File: src/rtl/servo_pwm.sv
// servo_pwm: fixed-period servo PWM whose pulse width is linear in a 3-bit position.
//
// Parameters:
//   PERIODO      clocks per PWM period
//   LARGURA_MIN  pulse width in clocks for position 0
//   PASSO        extra pulse clocks per position step
//
// Ports:
//   clock          system clock, rising edge
//   zera_s         synchronous active-high reset
//   liga           pulse enable, sampled at the period boundary
//   carrega        one-cycle strobe loading posicao
//   posicao        requested position 0..7
//   pwm            registered servo drive
//   posicao_atual  position in effect for the current period
//   fim_periodo    high in the last cycle of each period
//   pendente       a loaded position waits for the next period
module servo_pwm #(
    parameter int PERIODO     = 1000000,
    parameter int LARGURA_MIN = 50000,
    parameter int PASSO       = 7143
) (
    input  logic       clock,
    input  logic       zera_s,
    input  logic       liga,
    input  logic       carrega,
    input  logic [2:0] posicao,
    output logic       pwm,
    output logic [2:0] posicao_atual,
    output logic       fim_periodo,
    output logic       pendente
);
    localparam int CW = $clog2(PERIODO);

    logic [CW-1:0] cnt, cnt_n, largura, largura_n;
    logic [2:0]    sombra, sombra_n, pos_n;
    logic          ativo, ativo_n, pend_n, fronteira;

    // Every register is updated from these next-state values, so pwm and
    // fim_periodo line up with the cnt value they describe.
    always_comb begin
        fronteira = cnt == CW'(PERIODO - 1);
        cnt_n     = fronteira ? '0 : cnt + 1'b1;
        sombra_n  = carrega ? posicao : sombra;
        // a load in the boundary cycle bypasses the shadow register
        pos_n     = !fronteira ? posicao_atual :
                    carrega    ? posicao :
                    pendente   ? sombra : posicao_atual;
        pend_n    = !fronteira && (carrega || pendente);
        ativo_n   = fronteira ? liga : ativo;
        largura_n = fronteira ? CW'(LARGURA_MIN) + CW'(PASSO) * CW'(pos_n) : largura;
    end

    always_ff @(posedge clock) begin
        if (zera_s) begin
            cnt           <= '0;
            largura       <= CW'(LARGURA_MIN);
            sombra        <= '0;
            posicao_atual <= '0;
            ativo         <= 1'b0;
            pendente      <= 1'b0;
            pwm           <= 1'b0;
            fim_periodo   <= 1'b0;
        end else begin
            cnt           <= cnt_n;
            largura       <= largura_n;
            sombra        <= sombra_n;
            posicao_atual <= pos_n;
            ativo         <= ativo_n;
            pendente      <= pend_n;
            pwm           <= ativo_n && (cnt_n < largura_n);
            fim_periodo   <= cnt_n == CW'(PERIODO - 1);
        end
    end
endmodule

File: config.mk
export PLATFORM = sky130hd
export DESIGN_NAME = servo_pwm
export DESIGN_NICKNAME = d
export VERILOG_FILES = /design/src/rtl/servo_pwm.sv
export SDC_FILE = /design/constraint.sdc
export NUM_CORES = 1
export LEC_CHECK = 0
export CELL_PAD_IN_SITES_DETAIL_PLACEMENT = 1
export CELL_PAD_IN_SITES_GLOBAL_PLACEMENT = 1
export CORE_MARGIN = 2
export CORE_UTILIZATION = 47
export DETAILED_ROUTE_END_ITERATION = 16
export PLACE_DENSITY_LB_ADDON = 0.1
export REMOVE_ABC_BUFFERS = 1
export SYNTH_ARGS = -nofsm -noshare
export SYNTH_HDL_FRONTEND = slang
export SYNTH_SLANG_ARGS = --single-unit
File: constraint.sdc
create_clock -name clock -period 7.4 [get_ports clock]
set_input_delay 1.48 -clock clock [delete_from_list [all_inputs] [get_ports clock]]
set_output_delay 1.48 -clock clock [all_outputs]
set_load 0.02 [all_outputs]
==> results of run 1 <==
-- flip-flops by register name, indices dropped and copies added (netlist names) --
signal and count:
posicao_atual 3, largura 20, cnt 20, sombra 3
ativo 1, fim_periodo 1, pwm 1, pendente 1
-- path summary, 6_finish.rpt --
path | start | depth (start not counted) | slack, ns | endpoint
hold / removal | largura[19] | 2 | 0.44 | largura[19]
setup / recovery | carrega | 21 | 0.86 | pwm
setup reg to reg | cnt[0] | 22 | 1.34 | pwm
hold reg to reg | largura[19] | 2 | 0.44 | largura[19]
-- worst register-to-register path, cell delays in order, from the launching register on --
cell and delay (ns):
dfxtp_1 0.42, ha_1 0.21, nand3_1 0.22, or4_4 0.64
o21ai_4 0.25, o21ai_0 0.12, nor2_1 0.37, inv_1 0.20
fa_1 0.46, fa_1 0.41, ha_1 0.30, and4b_1 0.27
a211o_1 0.30, or3_1 0.35, a31oi_4 0.21, mux2i_1 0.27
and2_1 0.16, ha_1 0.24, a21oi_1 0.13, nor2b_1 0.06
o21ai_0 0.16, o2111ai_1 0.13, a21oi_1 0.12
-- stage by stage --
stage / total power [mW] / util, % / worst slack (ns)
after floorplan: 0.293 / - / 1.36
after global placement: 0.306 / 51.1 / 0.752
after detailed placement: 0.306 / 51.1 / 0.569
after CTS: 0.517 / 52.8 / 0.870
after global routing: 0.528 / 52.8 / 0.444
final: 0.514 / 52.8 / 0.855
-- synthesized netlist by cell type, types with 2 or more instances --
| cell type | count |
|---|---|
| nor2_1 | 64 |
| buf_4 | 2 |
| nor3_1 | 7 |
| xor2_1 | 10 |
| clkbuf_1 | 11 |
| and4_1 | 2 |
| nand3b_1 | 3 |
| nor2b_1 | 9 |
| nand4_1 | 4 |
| a21o_1 | 6 |
| o2111ai_1 | 2 |
| a21oi_1 | 25 |
| nand2b_1 | 12 |
| and3_1 | 11 |
| a211o_1 | 2 |
| mux2i_1 | 14 |
| o211ai_1 | 4 |
| nand4b_1 | 3 |
| o31ai_1 | 2 |
| nand2_1 | 25 |
| dfxtp_1 | 50 |
| or3_1 | 3 |
| inv_1 | 16 |
| or4_4 | 2 |
| or4_1 | 2 |
| and2_1 | 4 |
| nand3_1 | 21 |
| ha_1 | 45 |
| xnor2_1 | 17 |
| o21ai_0 | 11 |
| fa_1 | 4 |
| nor4_1 | 4 |
-- layout make-up --
cell class	count	area (um2)	area share (%)
Clock buffer	6	82.6	2.16
Tap cell	99	124	3.23
Multi-Input combinational cell	334	2370	61.8
Timing Repair Buffer	17	158	4.11
Clock inverter	2	38.8	1.01
Inverter	16	60.1	1.57
Sequential cell	50	1000	26.1
-- layer usage --
metal	track usage (%)	share of wire (%)
met2	39.7	49
met4	4.74	1.1
met3	3.26	2.4
met1	31.0	48
met5	0	0
-- report_power, final --
part | switching [mW] | internal (mW)
registers | 0.00267 | 0.272
logic | 0.0145 | 0.0109
clock network | 0.102 | 0.112
total | 0.119 | 0.394
-- cell families after synthesis --
logic type      after synthesis  share of synthesized area [%]
simple gates                182                           26.7
mux                          14                           4.00
fa+ha+maj                    49                           18.4
xor+xnor                     27                           6.75
flops                        50                           28.6
compound gates               62                           11.8
buf+inv                      32                           3.89
==> results.md, run 1 <==
* Run status: complete, no violations
* Synth top area cells: dfxtp_1, ha_1, nor2_1
* Fill cells at 894
* Slew headroom at 14.6%
* Post-synth EDFFs at 0
* Slowest stage cell, crit path: clkdlybuf4s50_1
* Cell repeated most along the worst path: a21oi_1
* Synth unique cells at 51
* Seq/Total Area, Yosys at 28.6%
* Cell taking the most area after synthesis: dfxtp_1
* Area share of the largest cell type after synthesis at 28.6%
* Least-Margin Pin Slew at 1.27 ns
* DP Wirelength at 7.05 mm
* First-pass GRT wire length at 15.3 mm
* Setup TNS at 0 ns
* Fmax achieved at 153 MHz
* CTS Hold Bufs at 0
* Via count at 2936
* CP max stage delay at 0.76 ns
* Total grt overflow at 0
* Clock Latency Late Sink at 0.31 ns
* Commonest non-fill, non-tap cell in the layout: nor2_1
* Critical path arrival at 6.79 ns
* Resized cells post-CTS at 0
* Fin crit period at 6.54 ns
* Die area at 8160 um2
* Fin Hold WS at 0.437 ns
* Final Cell Area at 3830 um2
* DRC at 0
* Starting DRC count in detailed routing at 93
* Max-Cap Viols at 0
* Placed inst area at 3710 um2
* Ys Warns at 0
* Layout Cells excl Fill at 524
* Starting Density at 48.3%
* Die Span Y at 90.4 um
* Final Setup Violations at 0
* Pre-antenna DRT Iters at 4
* Worst EP required at 7.65 ns
* Crit path capture type: register
* Crit Path Max Fanout at 14
* Final Cycle Share at 88.4%
* Die width at 90.4 um
* CP Class: input port to register
* Ys flop type: dfxtp_1
* Placed insts at 516
* Final wirelength at 9.11 mm
* Crit-path cells: clkdlybuf4s50_1 > nor2_1 > a21oi_1 > nor2_1 > a21oi_1 > inv_1 > fa_1 > fa_1 > ha_1 > and4b_1 > a211o_1 > or3_1 > a31oi_4 > mux2i_1 > and2_1 > ha_1 > a21oi_1 > nor2b_1 > o21ai_0 > o2111ai_1 > a21oi_1
* Final number of max-transition violations at 0
* Clk pin slew, worst setup/hold paths at 0.10 ns
* Final hold vios at 0
* Global-route usage over all layers at 23.1%
* Post-Syn Area at 3500 um2
* Crit-path leading delay family: compound AO/OA/AOI/OAI gates
* GP Congestion at 0.912
* Sink Count at 50
* Top-Level Pins at 13
* PortBufs at 12
* Vias in the first global route at 3022
* Post-Syn Instances at 416
* Post-CTS Setup Bufs at 0
* Routed Antenna Nets at 0
* Most frequent cells in the layout: nor2_1, dfxtp_1, ha_1
* Crit path buffers/inverters at 2
* Pwr Density at 134 nW/um2
* #FFs+latches synth at 50
* Area Overhead vs Synth at 9.32%
* Share of cells above drive strength 1 at 5.18%
* Worst hold path class: register to register
* CTS root buf: clkbuf_8
* Unrepaired setup endpoints after global routing: false
* Initial antenna violation count at 0
* Clk_skew at 0.00946 ns
* LEAKAGE at 1.73 nW
* Site Rows at 31
* Async set-reset flop share out of synthesis at 0%
* Largest net degree at the start of global routing at 38
* CTS H-tree depth at 2
* Syn_area_per_cell at 8.42 um2
* CTS tree: yes
* Final net count at 480
* ANT cells at 0
* Startpoint Class: input port
* CTS max path bufs at 2
* Peak supply drop at 0.0877 mV
* Vias/cell at 5.60
* Number of CTS-inserted buffers at 5
* Routed wire per std cell at 17.4 um
* Core area at 7250 um2
No activity file was read; power rests on OpenSTA's default activity.
==> inputs of run 2 (changes only) <==
--- a/config.mk
+++ b/config.mk
@@ -8,7 +8,7 @@
 export CELL_PAD_IN_SITES_DETAIL_PLACEMENT = 1
 export CELL_PAD_IN_SITES_GLOBAL_PLACEMENT = 1
 export CORE_MARGIN = 2
-export CORE_UTILIZATION = 47
+export CORE_UTILIZATION = 30
 export DETAILED_ROUTE_END_ITERATION = 16
 export PLACE_DENSITY_LB_ADDON = 0.1
 export REMOVE_ABC_BUFFERS = 1
==> constraint.sdc (replaced) <==
create_clock -name clock -period 6.7 [get_ports clock]
set_input_delay 1.675 -clock clock [delete_from_list [all_inputs] [get_ports clock]]
set_output_delay 1.675 -clock clock [all_outputs]
set_load 0.02 [all_outputs]
==> results.md, run 2 (synthesized netlist as in run 1, its figures left out) <==
* PortBufs at 12 (unchanged)
* Routed wire per std cell at 17.0 um (was 17.4 um)
* Biggest regs: cnt x20, largura x20 (unchanged)
* Pint at 491 uW (was 394 uW)
* CP Class: input port to register (unchanged)
* Final Util at 34.8% (was 52.8%)
* DRC at 0 (unchanged)
* Clk pin slew, worst setup/hold paths at 0.07 ns (was 0.10 ns)
* Total grt overflow at 0 (unchanged)
* Worst EP required at 6.93 ns (was 7.65 ns)
* Flop pwr share at 48.2% (was 53.4%)
* Global-route usage over all layers at 16.2% (was 23.1%)
* Power Total at 629 uW (was 514 uW)
* CTS tree: yes (unchanged)
* Final Cycle Share at 93.8%
* Clk_skew at 0.0109 ns (was 0.00946 ns)
* Number of CTS-inserted buffers at 5 (unchanged)
* Crit-path cells: clkdlybuf4s50_1 > buf_4 > nand2_1 > o21ai_0 > mux2i_1 > inv_1 > fa_1 > fa_1 > ha_1 > and4b_1 > a211o_1 > or3_1 > a31oi_4 > mux2i_1 > and2_1 > ha_1 > a21oi_1 > nor2b_1 > o21ai_0 > o2111ai_1 > a21oi_1 (was clkdlybuf4s50_1 > nor2_1 > a21oi_1 > nor2_1 > a21oi_1 > inv_1 > fa_1 > fa_1 > ha_1 > and4b_1 > a211o_1 > or3_1 > a31oi_4 > mux2i_1 > and2_1 > ha_1 > a21oi_1 > nor2b_1 > o21ai_0 > o2111ai_1 > a21oi_1)
* Gate power share at 4.8% (was 5.0%)
* Unrepaired setup endpoints after global routing: false (unchanged)
* Crit path capture type: register (unchanged)
* Fmax achieved at 159 MHz
* Routed Antenna Nets at 0 (unchanged)
* Critical path arrival at 6.51 ns (was 6.79 ns)
* Pwr Density at 158 nW/um2 (was 134 nW/um2)
* CP max stage delay at 0.49 ns (was 0.76 ns)
* Initial antenna violation count at 0 (unchanged)
* Slew headroom at 15.9% (was 14.6%)
* Starting DRC count in detailed routing at 127 (was 93)
* Commonest non-fill, non-tap cell in the layout: nor2_1 (unchanged)
* Site Rows at 39 (was 31)
* Final hold vios at 0 (unchanged)
* Final net count at 486 (was 480)
* Final Cell Area at 3970 um2 (was 3830 um2)
* First-pass GRT wire length at 16.0 mm (was 15.3 mm)
* ANT cells at 0 (unchanged)
* Starting Density at 30.7% (was 48.3%)
* Vias in the first global route at 3011 (was 3022)
* Worst hold path class: register to register (unchanged)
* GP Congestion at 0.813 (was 0.912)
* Final Setup Violations at 0 (unchanged)
* Most frequent cells in the layout: nor2_1, dfxtp_1, ha_1 (unchanged)
* Fill cells at 1384 (was 894)
* Die width at 112 um (was 90.4 um)
* LEAKAGE at 1.77 nW (was 1.73 nW)
* Share of cells above drive strength 1 at 6.03% (was 5.18%)
* Placed inst area at 3810 um2 (was 3710 um2)
* Die area at 12600 um2 (was 8160 um2)
* Switching Power at 138 uW (was 119 uW)
* Reg2Reg Launch Point: cnt[17] (was cnt[0])
* CP startpoint: carrega (unchanged)
* Setup TNS at 0 ns (unchanged)
* Peak supply drop at 0.114 mV (was 0.0877 mV)
* Resized cells post-CTS at 0 (unchanged)
* Sw frac at 22.0% (was 23.3%)
* Layout Cells excl Fill at 574 (was 524)
* CTS root buf: clkbuf_16 (was clkbuf_8)
* Top-Level Pins at 13 (unchanged)
* HP Start: largura[19] (unchanged)
* Final wirelength at 9.75 mm (was 9.11 mm)
* Post-CTS Setup Bufs at 0 (unchanged)
* CTS H-tree depth at 2 (unchanged)
* Core area at 11400 um2 (was 7250 um2)
* Sink Count at 50 (unchanged)
* Placed insts at 566 (was 516)
* Area Overhead vs Synth at 13.4% (was 9.32%)
* CTS Hold Bufs at 0 (unchanged)
* DP Wirelength at 7.61 mm (was 7.05 mm)
* Largest net degree at the start of global routing at 38 (unchanged)
* CTS max path bufs at 2 (unchanged)
* Crit Path Max Fanout at 11 (was 14)
* Vias/cell at 5.06 (was 5.60)
* Pre-antenna DRT Iters at 4 (unchanged)
* Die Span Y at 112 um (was 90.4 um)
* Least-Margin Pin Slew at 1.25 ns (was 1.27 ns)
* Fin crit period at 6.29 ns
* Clk pwr share at 47.0% (was 41.6%)
* Run status: complete, no violations (unchanged)
* Max-Cap Viols at 0 (unchanged)
* Via count at 2902 (was 2936)
* Final number of max-transition violations at 0 (unchanged)
* Clock Latency Late Sink at 0.30 ns (was 0.31 ns)
* Slowest stage cell, crit path: clkdlybuf4s50_1 (unchanged)
* Startpoint Class: input port (unchanged)
## run 2: cell count changes in the layout (fill, tap and decap cells not counted), sizes merged
cell / delta
clkbuf: +1
buf: +6
inv: -1
## run 2: path summary, 6_finish.rpt
path,to,slack [ns],cells past startpoint
worst max register to register,pwm,0.90,21
worst min register to register,largura[19],0.43,2
worst min-delay path,largura[19],0.43,2
worst max-delay path,pwm,0.41,21
## run 2: stage by stage
| step | hold WS [ns] | setup WS (ns) |
|---|---|---|
| after CTS | 0.439 | 0.402 |
| after global routing | 0.463 | 0.0164 |
| after floorplan | 0.409 | 0.655 |
| final | 0.434 | 0.414 |
| after detailed placement | 0.428 | 0.0924 |
| after global placement | 0.418 | 0.256 |
## run 2: area by class of cell
cell class / instances / area (um2) / area share (%)
Multi-Input combinational cell: 334 / 2370 / 59.6
Inverter: 16 / 60.1 / 1.51
Timing Repair Buffer: 23 / 203 / 5.10
Clock inverter: 1 / 30.0 / 0.756
Sequential cell: 50 / 1000 / 25.2
Clock buffer: 7 / 133 / 3.34
Tap cell: 143 / 179 / 4.50
## run 2: power groups by stage
stage | clock, mW | combinational (mW) | sequential [mW]
finish | 0.295 | 0.0302 | 0.303
global route | 0.323 | 0.0343 | 0.303
CTS | 0.311 | 0.0309 | 0.303
detailed placement | 0 | 0.0309 | 0.310
global placement | 0 | 0.0308 | 0.310
floorplan | 0 | 0.0137 | 0.310
## run 2: critical path, delay by kind of cell
family / cells / cell delay [ns]
AOI/OAI and AO/OA: 7 / 1.17
adders and majority gates: 4 / 1.41
buffers and inverters: 3 / 0.86
muxes: 2 / 0.45
and+or+nand+nor: 5 / 0.95
## run 2: metal layers
metal | vias up | routed length, um | global-route usage (%)
met5 | - | 0 | 0
met4 | 0 | 106 | 4.15
met3 | 6 | 190 | 3.35
met2 | 17 | 4390 | 25.5
met1 | 1397 | 5060 | 22.8
li1 | 1482 | - | -
==> inputs of run 3 (changes only) <==
--- a/config.mk
+++ b/config.mk
@@ -12,6 +12,7 @@
 export DETAILED_ROUTE_END_ITERATION = 16
 export PLACE_DENSITY_LB_ADDON = 0.1
 export REMOVE_ABC_BUFFERS = 1
+export SLEW_MARGIN = 20
 export SYNTH_ARGS = -nofsm -noshare
 export SYNTH_HDL_FRONTEND = slang
 export SYNTH_SLANG_ARGS = --single-unit
==> results.md, run 3 (synthesized netlist as in run 1, its figures left out) <==
* Fill cells at 1383 (was 1384)
* Pre-antenna DRT Iters at 4 (unchanged)
* Crit-path leading delay family: compound AO/OA/AOI/OAI gates (was adder cells)
* Die Span Y at 112 um (unchanged)
* Die area at 12600 um2 (unchanged)
* CTS max path bufs at 2 (unchanged)
* Worst hold path class: register to register (unchanged)
* Starting Density at 30.7% (unchanged)
* Fin crit period at 6.29 ns (about the same)
* Fin Hold WS at 0.435 ns (was 0.434 ns)
* Final net count at 486 (unchanged)
* DRC at 0 (unchanged)
* Via count at 2909 (was 2902)
* Vias in the first global route at 3055 (was 3011)
* Sink Count at 50 (unchanged)
* Startpoint Class: input port (unchanged)
* Final wirelength at 9.86 mm (was 9.75 mm)
* Unrepaired setup endpoints after global routing: false (unchanged)
* Crit Path Max Fanout at 4 (was 11)
* Final Cell Area at 3990 um2 (was 3970 um2)
* Clk_skew at 0.00926 ns (was 0.0109 ns)
* CTS Hold Bufs at 0 (unchanged)
* CP max stage delay at 0.55 ns (was 0.49 ns)
* PortBufs at 12 (unchanged)
* Fmax achieved at 159 MHz (about the same)
* Crit path buffers/inverters at 2 (was 3)
* Placed inst area at 3820 um2 (was 3810 um2)
* Commonest non-fill, non-tap cell in the layout: nor2_1 (unchanged)
* Routed wire per std cell at 17.2 um (was 17.0 um)
* Global-route usage over all layers at 16.5% (was 16.2%)
* Max-Cap Viols at 0 (unchanged)
* Slew headroom at 30.0% (was 15.9%)
* CTS tree: yes (unchanged)
* Crit-path cells: clkdlybuf4s50_1 > nor2_1 > a21oi_1 > nor2_1 > a21oi_1 > inv_1 > fa_1 > fa_1 > ha_1 > and4b_1 > a211o_1 > or3_1 > a31oi_4 > mux2i_1 > and2_1 > ha_1 > a21oi_1 > nor2b_1 > o21ai_0 > o2111ai_1 > a21oi_1 (was clkdlybuf4s50_1 > buf_4 > nand2_1 > o21ai_0 > mux2i_1 > inv_1 > fa_1 > fa_1 > ha_1 > and4b_1 > a211o_1 > or3_1 > a31oi_4 > mux2i_1 > and2_1 > ha_1 > a21oi_1 > nor2b_1 > o21ai_0 > o2111ai_1 > a21oi_1)
* Critical path arrival at 6.53 ns (was 6.51 ns)
* Final Setup Violations at 0 (unchanged)
* Largest net degree at the start of global routing at 38 (unchanged)
* Top-Level Pins at 13 (unchanged)
* Run status: complete, no violations (unchanged)
* Number of CTS-inserted buffers at 5 (unchanged)
* ANT cells at 0 (unchanged)
* Clock Latency Late Sink at 0.31 ns (was 0.30 ns)
* Pwr Density at 161 nW/um2 (was 158 nW/um2)
* GP Congestion at 0.813 (unchanged)
* CTS root buf: clkbuf_16 (unchanged)
* Total grt overflow at 0 (unchanged)
* Worst EP required at 6.93 ns (about the same)
* Initial antenna violation count at 0 (unchanged)
* Placed insts at 566 (unchanged)
* Layout Cells excl Fill at 573 (was 574)
* Crit path capture type: register (unchanged)
* Clk pin slew, worst setup/hold paths at 0.07 ns (about the same)
* Setup TNS at 0 ns (unchanged)
* Routed Antenna Nets at 0 (unchanged)
* Resized cells post-CTS at 0 (unchanged)
* Peak supply drop at 0.0992 mV (was 0.114 mV)
* Least-Margin Pin Slew at 1.04 ns (was 1.25 ns)
* Final Cycle Share at 93.9% (was 93.8%)
* First-pass GRT wire length at 16.4 mm (was 16.0 mm)
* Vias/cell at 5.08 (was 5.06)
* Biggest regs: cnt x20, largura x20 (unchanged)
* Cell repeated most along the worst path: a21oi_1
* Final hold vios at 0 (unchanged)
* Final number of max-transition violations at 0 (unchanged)
* CTS H-tree depth at 2 (unchanged)
* DP Wirelength at 7.65 mm (was 7.61 mm)
* Core area at 11400 um2 (unchanged)
* Final Util at 34.9% (was 34.8%)
* CP Class: input port to register (unchanged)
* Slowest stage cell, crit path: clkdlybuf4s50_1 (unchanged)
* Die width at 112 um (unchanged)
* Area Overhead vs Synth at 13.7% (was 13.4%)
* Site Rows at 39 (unchanged)
* LEAKAGE at 1.78 nW (was 1.77 nW)
* Share of cells above drive strength 1 at 6.51% (was 6.03%)
* Starting DRC count in detailed routing at 87 (was 127)
* Most frequent cells in the layout: nor2_1, dfxtp_1, ha_1 (unchanged)
* Post-CTS Setup Bufs at 0 (unchanged)
run 3: cell types whose count changed in the layout (fill, tap and decap cells not counted):
cell      delta
clkbuf_1     -2
clkbuf_8     +1
nor4_1       -1
nor4_2       +1
run 3: path summary, 6_finish.rpt:
kind,start,endpoint,slack [ns],cells past startpoint
max reg2reg,cnt[0],pwm,0.89,21
min reg2reg,largura[19],largura[19],0.44,2
max,carrega,pwm,0.41,21
min,largura[19],largura[19],0.44,2
run 3: metrics by stage:
step / power [mW] / worst slack [ns]
2_1_floorplan: 0.323 / 0.655
3_3_place_gp: 0.341 / 0.256
3_5_place_dp: 0.341 / 0.0865
4_1_cts: 0.653 / 0.409
5_1_grt: 0.668 / 0.0102
6_report: 0.640 / 0.407
run 3: layer usage:
| metal | track usage [%] | wire [um] | vias to the layer above |
|---|---|---|---|
| li1 | - | - | 1476 |
| met1 | 23.2 | 5140 | 1412 |
| met4 | 4.63 | 123 | 0 |
| met3 | 2.92 | 191 | 7 |
| met2 | 26.2 | 4400 | 14 |
| met5 | 0 | 0 | - |
run 3: where the power goes:
| part | internal [mW] | switching, mW |
|---|---|---|
| sequential | 0.300 | 0.00313 |
| combinational | 0.0136 | 0.0164 |
| clock | 0.185 | 0.122 |
| total | 0.498 | 0.142 |
run 3: final cells by class:
class | count | area (um2) | area share (%)
clock buffer | 6 | 139 | 3.49
inverter | 16 | 60.1 | 1.51
tap | 143 | 179 | 4.49
clock inverter | 1 | 30.0 | 0.754
multi-input combinational | 334 | 2370 | 59.6
sequential | 50 | 1000 | 25.1
timing repair buffer | 23 | 203 | 5.09
run 3: tightest hold or removal path: cells and delay by family, from the launching register on:
kind	cells	cell delay, ns
DFF	1	0.31
and+or+nand+nor	1	0.03
buffers and inverters	1	0.05
